--- src/rtl/rx_pkg.sv ---
// Shared definitions for the USB receive bit-recovery path.
// - CLKS_PER_BIT : system clocks per USB bit period (96 MHz / 12 Mbps)
// - SAMPLE_POINT : bit-timer count at which the line is sampled (< CLKS_PER_BIT)
// - STUFF_LEN    : run of decoded 1s after which the next bit is a stuffed 0
// - line_state_t / decode_line : classify the synchronized D+/D- pair
package rx_pkg;

  localparam int CLKS_PER_BIT = 8;
  localparam int SAMPLE_POINT = 3;
  localparam int STUFF_LEN    = 6;

  typedef enum logic [1:0] {
    LS_J   = 2'd0,
    LS_K   = 2'd1,
    LS_SE0 = 2'd2,
    LS_SE1 = 2'd3
  } line_state_t;

  function automatic line_state_t decode_line(input logic dp, input logic dm);
    line_state_t ls;
    case ({dp, dm})
      2'b10:   ls = LS_J;
      2'b01:   ls = LS_K;
      2'b00:   ls = LS_SE0;
      default: ls = LS_SE1;
    endcase
    return ls;
  endfunction

endpackage

--- src/rtl/rx_bit_timer.sv ---
// Bit timer with phase resynchronisation on every D+ transition.
// Ports:
// - clk, n_rst   : system clock, async active-low reset
// - d_plus_sync  : synchronized D+ level
// - rcving       : high inside a packet; low holds the timer at 0
// - sample_hit   : combinational, high in the cycle the line should be sampled
module rx_bit_timer
  import rx_pkg::*;
(
  input  logic clk,
  input  logic n_rst,
  input  logic d_plus_sync,
  input  logic rcving,
  output logic sample_hit
);

  localparam int TW = (CLKS_PER_BIT > 1) ? $clog2(CLKS_PER_BIT) : 1;

  logic [TW-1:0] count;
  logic          prev_dp;
  logic          line_edge;

  assign line_edge = (d_plus_sync != prev_dp);

  // A transition landing exactly on the sample count wins: the timer
  // resyncs and that count value is not treated as a sample.
  assign sample_hit = rcving && (count == TW'(SAMPLE_POINT)) && !line_edge;

  always_ff @(posedge clk or negedge n_rst) begin
    if (!n_rst) begin
      count   <= '0;
      prev_dp <= 1'b1;
    end else begin
      // prev_dp tracks the line even when idle so the first edge of a
      // packet is seen the cycle rcving rises.
      prev_dp <= d_plus_sync;
      if (!rcving) begin
        count <= '0;
      end else if (line_edge) begin
        count <= '0;
      end else if (count == TW'(CLKS_PER_BIT - 1)) begin
        count <= '0;
      end else begin
        count <= count + TW'(1);
      end
    end
  end

endmodule

--- src/rtl/rx_bit_recovery.sv ---
// USB receive bit recovery: bit-clock recovery, NRZI decode, bit unstuffing,
// SE0 end-of-packet and stuff-error detection. All outputs registered and
// appear the cycle after the sample point.
// Ports:
// - clk, n_rst    : system clock, async active-low reset
// - d_plus_sync   : synchronized D+ (idle 1)
// - d_minus_sync  : synchronized D- (idle 0)
// - rcving        : high inside a packet
// - shift_enable  : one-cycle strobe, d_orig is a valid unstuffed data bit
// - d_orig        : decoded bit (1 = no transition), held between strobes
// - eop           : one-cycle strobe, SE0 sampled
// - stuff_err     : one-cycle strobe, 1 seen where a stuffed 0 was required
module rx_bit_recovery
  import rx_pkg::*;
(
  input  logic clk,
  input  logic n_rst,
  input  logic d_plus_sync,
  input  logic d_minus_sync,
  input  logic rcving,
  output logic shift_enable,
  output logic d_orig,
  output logic eop,
  output logic stuff_err
);

  localparam int OW = $clog2(STUFF_LEN + 1);

  logic          sample_hit;
  logic          last_level;
  logic [OW-1:0] ones;
  line_state_t   line_state;
  logic          bit_val;

  rx_bit_timer u_timer (
    .clk         (clk),
    .n_rst       (n_rst),
    .d_plus_sync (d_plus_sync),
    .rcving      (rcving),
    .sample_hit  (sample_hit)
  );

  assign line_state = decode_line(d_plus_sync, d_minus_sync);
  // NRZI: no change from the previous bit's level decodes as 1. SE1 falls
  // through here and decodes by its D+ level.
  assign bit_val    = (d_plus_sync == last_level);

  always_ff @(posedge clk or negedge n_rst) begin
    if (!n_rst) begin
      shift_enable <= 1'b0;
      d_orig       <= 1'b1;
      eop          <= 1'b0;
      stuff_err    <= 1'b0;
      ones         <= '0;
      last_level   <= 1'b1;
    end else begin
      shift_enable <= 1'b0;
      eop          <= 1'b0;
      stuff_err    <= 1'b0;
      if (!rcving) begin
        last_level <= 1'b1;
        ones       <= '0;
      end else if (sample_hit) begin
        if (line_state == LS_SE0) begin
          // SE0 leaves the NRZI reference and the ones run untouched.
          eop <= 1'b1;
        end else begin
          last_level <= d_plus_sync;
          if (ones == OW'(STUFF_LEN)) begin
            // This bit is the stuffed 0; a 1 here is a protocol error.
            ones      <= '0;
            stuff_err <= bit_val;
          end else begin
            shift_enable <= 1'b1;
            d_orig       <= bit_val;
            // Increment only below STUFF_LEN, so the counter saturates.
            ones         <= bit_val ? (ones + OW'(1)) : '0;
          end
        end
      end
    end
  end

endmodule

--- config.mk ---
export PLATFORM = sky130hd
export DESIGN_NAME = rx_bit_recovery
export DESIGN_NICKNAME = d
export VERILOG_FILES = /design/src/rtl/rx_pkg.sv /design/src/rtl/rx_bit_timer.sv /design/src/rtl/rx_bit_recovery.sv
export SDC_FILE = /design/constraint.sdc
export NUM_CORES = 1
export LEC_CHECK = 0
export CAP_MARGIN = 15
export CORE_AREA = 2 2 39 41
export CTS_BUF_LIST = sky130_fd_sc_hd__clkbuf_8
export CTS_CLUSTER_SIZE = 16
export DETAILED_ROUTE_END_ITERATION = 16
export DIE_AREA = 0 0 41 43
export PLACE_DENSITY = 0.66
export REMOVE_ABC_BUFFERS = 1
export SLEW_MARGIN = 20
export SYNTH_ARGS = -nofsm -noshare
export SYNTH_HDL_FRONTEND = slang
export SYNTH_SLANG_ARGS = --single-unit
--- constraint.sdc ---
create_clock -name clk -period 3.8 [get_ports clk]
set_input_delay 1.14 -clock clk [delete_from_list [all_inputs] [get_ports clk]]
set_output_delay 1.14 -clock clk [all_outputs]
set_load 0.02 [all_outputs]
* Word-level counts from Yosys, hierarchy flattened
Index checks and enable logic that the tools add are counted.
Operators by class: bitwise gates (word level) 2, reduce and logical (&&, ||, !) cells 6, multipliers 0, div/mod/pow operators 0, equality and inequality tests 10, $lt $le $gt $ge 0, multiplexer cells 23, shift operators 0, add/subtract/negate cells 2
Operators by type and width (number):
- $mux W3 | 8
- $mux W1 | 14
- $add A3 B1 Y3 const B | 2
- $eq A3 B3 Y1 const B | 2
- $pmux W2 S3 | 1
- $eq A2 B2 Y1 const B | 2
- $reduce_and A4 Y1 | 1
- $eq A3 B2 Y1 const B | 1
- $eq A2 B1 Y1 const B | 1
- $logic_and A1 B1 Y1 | 2
- $logic_not A2 Y1 | 1
- $ne A2 B1 Y1 const B | 1
- $ne A2 B2 Y1 const B | 1
- $not A1 Y1 | 2
- $reduce_and A2 Y1 | 1
- $eq A1 B1 Y1 | 1
- $logic_not A1 Y1 | 1
- $ne A1 B1 Y1 | 1
Word-level totals: latch bits 0, register bits after elaboration 12, bits of input ports 5, output and inout bits 4, bits in read-only memories 0, bits in writable memories 0, memories 0, word-level logic and storage cells 51

* Logic depth before layout (Yosys ltp)
Gate-level depths: netlist of run 1.
word-level depth 6, mapped depth 7, depth with buffers taken out 6

* By module
A second synthesis of run 1 with hierarchy kept.
Second synthesis, totals: cell total of the unflattened synthesis 49, area, all modules 571.8 µm²
By module, submodules not included:
- rx_bit_recovery | cells an instance 35, area an instance 372.9 µm², seq. area each 202.7 µm², instances 1
- rx_bit_timer | cells an instance 14, area an instance 198.9 µm², seq. area each 101.3 µm², instances 1

* Least setup slack after synthesis of run 1
No wires, ideal clock.
path kind in2reg, from in d_plus_sync, to reg ones[1], cell stages on the path 5, path slack 1.466 ns, library setup time 0.073 ns, data required time 3.727 ns, arrival time 2.261 ns, buffers on the path 1, path through or3b_1 -> a21o_1 -> buf_6 -> or3_4 -> a21oi_2
On the way: longest elaborated chain between the ends 6, elaborated cells on any way between the ends 17, those cells by class eq/ne (7); mux (6); reduce/logical (4)
Ends and longest elaborated chain:
- from (decl) | RTL line rx_bit_recovery.sv:18 | input logic d_plus_sync,
- parallel branches: the longest is 6 deep, another holds $pmux W2 S3
- to (signal assigned) | RTL line rx_bit_recovery.sv:77 | ones <= bit_val ? (ones + OW'(1)) : '0;
- to (decl) | RTL line rx_bit_recovery.sv:31 | logic [OW-1:0] ones;
Several ways; the timed one is not identified. The select of a mux whose other input is x is not followed. A chain may end at the register's enable or synchronous reset.

* Final worst setup path of run 1
Same ends and word-level chain as after synthesis.

==> impl_results.md, run 1 <==
* Outcome: finished clean
* Fin. Hold Viols at 0
* Startpoint types: input port
* Buffers on Ports at 8
* Vias per cell at 4.88
* Syn_area_per_cell at 11.6 sq um
* Yosys cell types at 24
* Final std cells w/o fill at 76
* Type of the most critical hold path: register to register
* Least-Margin Pin Slew at 0.524 ns
* CTS Buf Count at 3
* Final period util at 71.5%
* Pre-CTS setup slack at 0.843 ns
* # nets final at 71
* Total track usage at 13.6%
* R2R Path End: ones[2]$_DFFE_PN0P_
* Post-route setup slack at 1.08 ns
* CTS HTree Levels at 1
* Design Power at 0.294 mW
* Buf/Inv on CP at 1
* Share of cells above drive strength 1 at 16.7%
* Core area at 1380 sq um
* Max cap viols at 0
* Crit path max fanout at 10
* Layout Skew at 0.00468 ns
* Total gr overflow at 0
* Post-synthesis sequential area ratio at 53.5%
* PwrDens at 413 nW/um^2
* Synth Cell Area at 568 sq um
* First-pass GRT wire length at 1.55 mm
* Commonest non-fill, non-tap cell in the layout: dfrtp_1
* Final GP Congestion at 0.718
* Min-Delay Startpoint: u_timer.count[0]$_DFF_PN0_
* Most frequent cells in the layout: 9 x dfrtp_1, 8 x clkdlybuf4s50_1, 6 x nand2_1
* Placed cell area at 657 sq um
* WL final at 848 um
* Clk root buf: clkbuf_8
* Crit. End Element: register
* WL/cell at 11.2 um
* Row count at 14
* Synth warnings at 0
* Ant. Diodes at 0
* Final instance area at 712 sq um
* Max-slew violation count at 0
* Fmax at 0.368 GHz
* Vias in the first global route at 376
* Post-DP HPWL at 640 um
* Die width at 41 um
* Crit path DAT at 2.89 ns
* Hold EP: u_timer.count[0]$_DFF_PN0_
* CP max stage delay at 0.53 ns
* Resized cells post-CTS at 0
* Leak at 0.330 nW
* # hold bufs at CTS at 0
* Largest net degree at the start of global routing at 13
* Clk slew on worst S/H paths at 0.05 ns
* Top cell family by delay on the critical path: simple AND/OR/NAND/NOR gates
* # IOs at 9
* Pre-Repair DR Iteration Count at 3
* Setup bufs post-CTS at 0
* CTS tree: done
* Area Growth Syn to Fin at 25.3%
* CP Cell Sequence: clkdlybuf4s50_1 > or3b_1 > a21o_1 > or3_4 > a21oi_2
* VDD IR max at 0.000191 V
* Critical path's slowest cell: clkdlybuf4s50_1
* Antenna violations before repair at 0
* Worst Path Required at 3.97 ns
* Sum Neg Setup Slack at 0 ns
* Initial DRC count at 2
* Inst Count DP at 72
* Clock sinks at 12
* WS Path Type: input port to register
* DRC viols at 0
* DIE AREA at 1760 sq um
* Max_slew headroom at 64.9%
* Worst Reg-to-Reg Cells at 6
* Die Ht at 43 um
* FF+latch count, synth at 12
* Mapped Cells at 49
* CTS max path bufs at 2
* Vias at 371
* Initial Util at 41.0%
* Setup violators final at 0
* Register-to-register setup slack at 2.08 ns
* Worst Hold Depth at 1
* Origin of the critical flop-to-flop path: u_timer.count[0]$_DFF_PN0_
* Fin crit period at 2.72 ns
* Clock insertion delay at the later pin of the skew report at 0.24 ns
* RSZ-0062 raised after global routing: no
* Antenna Violating Nets Remaining at 0
-- per-layer routing --
layer  global-route usage, %  vias to the layer above  wire (um)
met3                    3.14                        2         27
li1                        -                      192          -
met5                       0                        -          0
met4                    12.0                        0          8
met2                    17.2                        5        381
met1                    18.5                      172        431
-- report_power, final --
| group | leakage [nW] | switching (mW) | total, mW | internal (mW) |
|---|---|---|---|---|
| Clock | 0.0288 | 0.0458 | 0.137 | 0.0914 |
| Combinational | 0.145 | 0.0116 | 0.0218 | 0.0101 |
| Sequential | 0.156 | 0.00197 | 0.135 | 0.133 |
| Total | 0.330 | 0.0594 | 0.294 | 0.235 |
-- how the worst max path moves through the flow --
stage	startpoint	to	slack, ns	depth (start not counted)
floorplan	d_plus_sync	ones[1]$_DFFE_PN0P_	1.48	4
global placement	d_plus_sync	ones[1]$_DFFE_PN0P_	0.87	5
detailed placement	d_plus_sync	ones[1]$_DFFE_PN0P_	0.84	5
CTS	d_plus_sync	ones[1]$_DFFE_PN0P_	1.10	5
global route	d_plus_sync	ones[1]$_DFFE_PN0P_	1.01	5
finish	d_plus_sync	ones[1]$_DFFE_PN0P_	1.08	5
-- cell families (layout without fill, tap and decap cells) --
logic type,Yosys count,in the layout,share of synthesized area [%]
fa+ha+maj,5,5,11.0
xor+xnor,2,2,3.08
flops,12,12,53.5
simple gates,18,18,17.8
buf+inv,5,16,4.62
compound gates,6,6,8.15
mux,1,1,1.76
-- area by class of cell --
type	count	area [sq um]
clock buffers	4	55.1
fillers	132	672
inverters	4	15.0
multi-input cells	32	238
flip-flops and latches	12	304
well taps	16	20.0
repair buffers	8	80.1
-- through the flow --
stage	util (%)	hold WS, ns
after floorplan	-	0.413
after global placement	47.5	0.433
after detailed placement	47.5	0.434
after CTS	51.4	0.441
after global routing	51.4	0.455
final	51.4	0.435
-- registers in the layout, indices dropped and copies added (netlist names) --
name	flops
d_orig	1
eop	1
last_level	1
ones	3
shift_enable	1
stuff_err	1
u_timer.count	3
u_timer.prev_dp	1
-- synth_stat cells --
cell      number  area (sq um)
a21o_1         1          7.51
a21oi_1        1          5.00
a21oi_2        1          8.76
a311o_2        1          11.3
and3_1         1          6.26
buf_6          1          11.3
dfrtp_1        9           225
dfstp_2        3          78.8
ha_1           5          62.6
inv_1          4          15.0
mux2i_1        1          10.0
nand2_1        6          22.5
nand2b_1       2          12.5
nand3_1        1          5.00
nor2_1         1          3.75
nor3_1         2          10.0
nor4_1         2          12.5
nor4b_1        1          8.76
o22ai_1        1          6.26
o31ai_1        1          7.51
or3_4          1          11.3
or3b_1         1          8.76
xnor2_1        1          8.76
xor2_1         1          8.76
Power figures use the tool's default switching activity.
==> run 2: changes to the inputs <==
--- a/config.mk
+++ b/config.mk
@@ -11,7 +11,7 @@
 export CTS_CLUSTER_SIZE = 16
 export DETAILED_ROUTE_END_ITERATION = 16
 export DIE_AREA = 0 0 41 43
-export PLACE_DENSITY = 0.66
+export PLACE_DENSITY = 0.68
 export REMOVE_ABC_BUFFERS = 1
 export SLEW_MARGIN = 20
 export SYNTH_ARGS = -nofsm -noshare
==> constraint.sdc (replaced) <==
create_clock -name clk -period 2.5 [get_ports clk]
set_input_delay 0.75 -clock clk [delete_from_list [all_inputs] [get_ports clk]]
set_output_delay 0.75 -clock clk [all_outputs]
set_load 0.02 [all_outputs]
==> run 2 against run 1 <==
  * Die area did not move
  * Design area up 4.2%
  * Clock power rose by 50%
  * Utilization increased by 2.2 points
  * Clock skew fell by 0.0037 ns
  * First-iteration DRC count increased to 7.0 times the previous value
  * Largest cell class unchanged
  * Highest routed layer unchanged
==> impl_results.md, run 2 (synthesis results as in run 1) <==
* Worst Path Required at 2.61 ns (-1.36 ns)
* First-pass GRT wire length at 1.57 mm (+0.90%)
* RSZ-0062 raised after global routing: no
* Ant. Diodes at 0 (unchanged)
* Setup bufs post-CTS at 0 (unchanged)
* # hold bufs at CTS at 0 (unchanged)
* CTS HTree Levels at 1 (unchanged)
* Resized cells post-CTS at 0 (unchanged)
* Antenna Violating Nets Remaining at 0 (unchanged)
* VDD IR max at 0.000300 V (+57%)
* Final GP Congestion at 0.825 (+15%)
* Crit path max fanout at 5 (-5)
* Initial DRC count at 14 (+12)
* # nets final at 75 (+5.6%)
* Pre-Repair DR Iteration Count at 4 (+1)
* Fin util at 53.6% (+2.2 points)
* PwrDens at 603 nW/um^2 (+46%)
* Area occupied by multi-input gates at 238 sq um (unchanged)
* Fin. Hold Viols at 0 (unchanged)
* Max_slew headroom at 65.7% (+0.79 points)
* Core area at 1380 sq um (unchanged)
* Registers with the most flip-flops: ones x3, u_timer.count x3
* WL final at 934 um (+10%)
* Die Ht at 43 um (unchanged)
* Antenna violations before repair at 0 (unchanged)
* Max-slew violation count at 0 (unchanged)
* Vias in the first global route at 398 (+5.9%)
* Area Growth Syn to Fin at 30.6%
* Crit path DAT at 2.29 ns (-0.60 ns)
* Placed cell area at 687 sq um (+4.6%)
* GRT met3 Usage at 1.57% (-1.6 points)
* Outcome: finished clean
* Most frequent cells in the layout: 9 x dfrtp_1, 8 x clkdlybuf4s50_1, 6 x nand2_1
* Leak at 0.349 nW (+5.6%)
* Setup violators final at 0 (unchanged)
* Met1 usage at 15.0% (-3.6 points)
* Global route hottest layer: met2
* WS Path Type: input port to register
* Commonest non-fill, non-tap cell in the layout: dfrtp_1
* M2 GR Usage at 21.3% (+4.1 points)
* Clk root buf: clkbuf_8
* CTS max path bufs at 2 (unchanged)
* Fin crit period at 2.18 ns
* CTS tree: done
* WL/cell at 11.7 um (+4.6%)
* Die width at 41 um (unchanged)
* Crit. End Element: register
* Startpoint types: input port
* Row count at 14 (unchanged)
* Largest net degree at the start of global routing at 13 (unchanged)
* Clock sinks at 12 (unchanged)
* Type of the most critical hold path: register to register
* Total track usage at 13.0% (-0.66 points)
* Share of cells above drive strength 1 at 21.9% (+5.2 points)
* Buffers on Ports at 8 (unchanged)
* CTS Buf Count at 3 (unchanged)
* Post-DP HPWL at 729 um (+14%)
* Initial Util at 41.0% (unchanged)
* Total gr overflow at 0 (unchanged)
* Max cap viols at 0 (unchanged)
* DRC viols at 0 (unchanged)
* Final instance area at 742 sq um (+4.2%)
* FF+latch area at 304 sq um (unchanged)
* Least-Margin Pin Slew at 0.513 ns (-0.0118 ns)
* Fmax at 0.460 GHz
* FILL cells at 123 (-6.8%)
* # IOs at 9 (unchanged)
* Layout Skew at 0.000999 ns (-0.00368 ns)
* Sum Neg Setup Slack at 0 ns (unchanged)
* Register-to-register setup slack at 0.91 ns (-1.17 ns)
* Clock insertion delay at the later pin of the skew report at 0.23 ns (about the same)
* DIE AREA at 1760 sq um (unchanged)
* Clk slew on worst S/H paths at 0.05 ns (about the same)
* Vias at 418 (+13%)
* Vias per cell at 5.23 (+7.0%)
* Final period util at 87.0%
## run 2: changes by cell type in the layout (fill, tap and decap cells not counted)
cell   before  now
buf_4       0    4
## run 2: layer usage
layer | vias up | part of all wire (%) | routed length, um
met3 | 2 | 0.96 | 9
met4 | 0 | 1.5 | 14
li1 | 198 | - | -
met2 | 3 | 53 | 494
met1 | 215 | 45 | 416
met5 | - | 0 | 0
## run 2: power breakdown
part	total, mW	switching [mW]	internal [mW]	leakage [nW]
clock network	0.205	0.0662	0.139	0.0288
logic	0.0371	0.0185	0.0186	0.164
registers	0.205	0.00308	0.202	0.156
## run 2: worst paths after layout
kind,start,end,depth (start not counted)
hold reg to reg,u_timer.count[0]$_DFF_PN0_,u_timer.count[0]$_DFF_PN0_,1
setup / recovery,d_plus_sync,ones[2]$_DFFE_PN0P_,6
max in group asynchronous,n_rst,d_orig$_DFFE_PN1P_,1
setup reg to reg,u_timer.count[0]$_DFF_PN0_,ones[2]$_DFFE_PN0P_,6
min in group asynchronous,n_rst,eop$_DFF_PN0_,1
hold / removal,u_timer.count[0]$_DFF_PN0_,u_timer.count[0]$_DFF_PN0_,1
## run 2: worst max-delay path, stage by stage
cell and delay, ns:
clkdlybuf4s50_1 0.51, buf_4 0.14, xor2_1 0.20, nand2b_1 0.25
nor4_1 0.08, a311o_2 0.36
## run 2: metrics by stage
stage                     total power, mW  setup WS [ns]  hold WS, ns  std cells
after CTS                           0.455          0.331        0.450         80
after detailed placement            0.246         0.0943        0.443         76
after global placement              0.246          0.135        0.431         76
after floorplan                     0.223          0.574        0.413         48
final                               0.447          0.324        0.439         80
after global routing                0.471          0.281        0.465         80
## run 2: cell type report
class	count	area share (%)
well taps	16	2.70
inverters	4	2.02
clock buffers	4	7.42
repair buffers	12	14.8
flip-flops and latches	12	41.0
multi-input cells	32	32.0
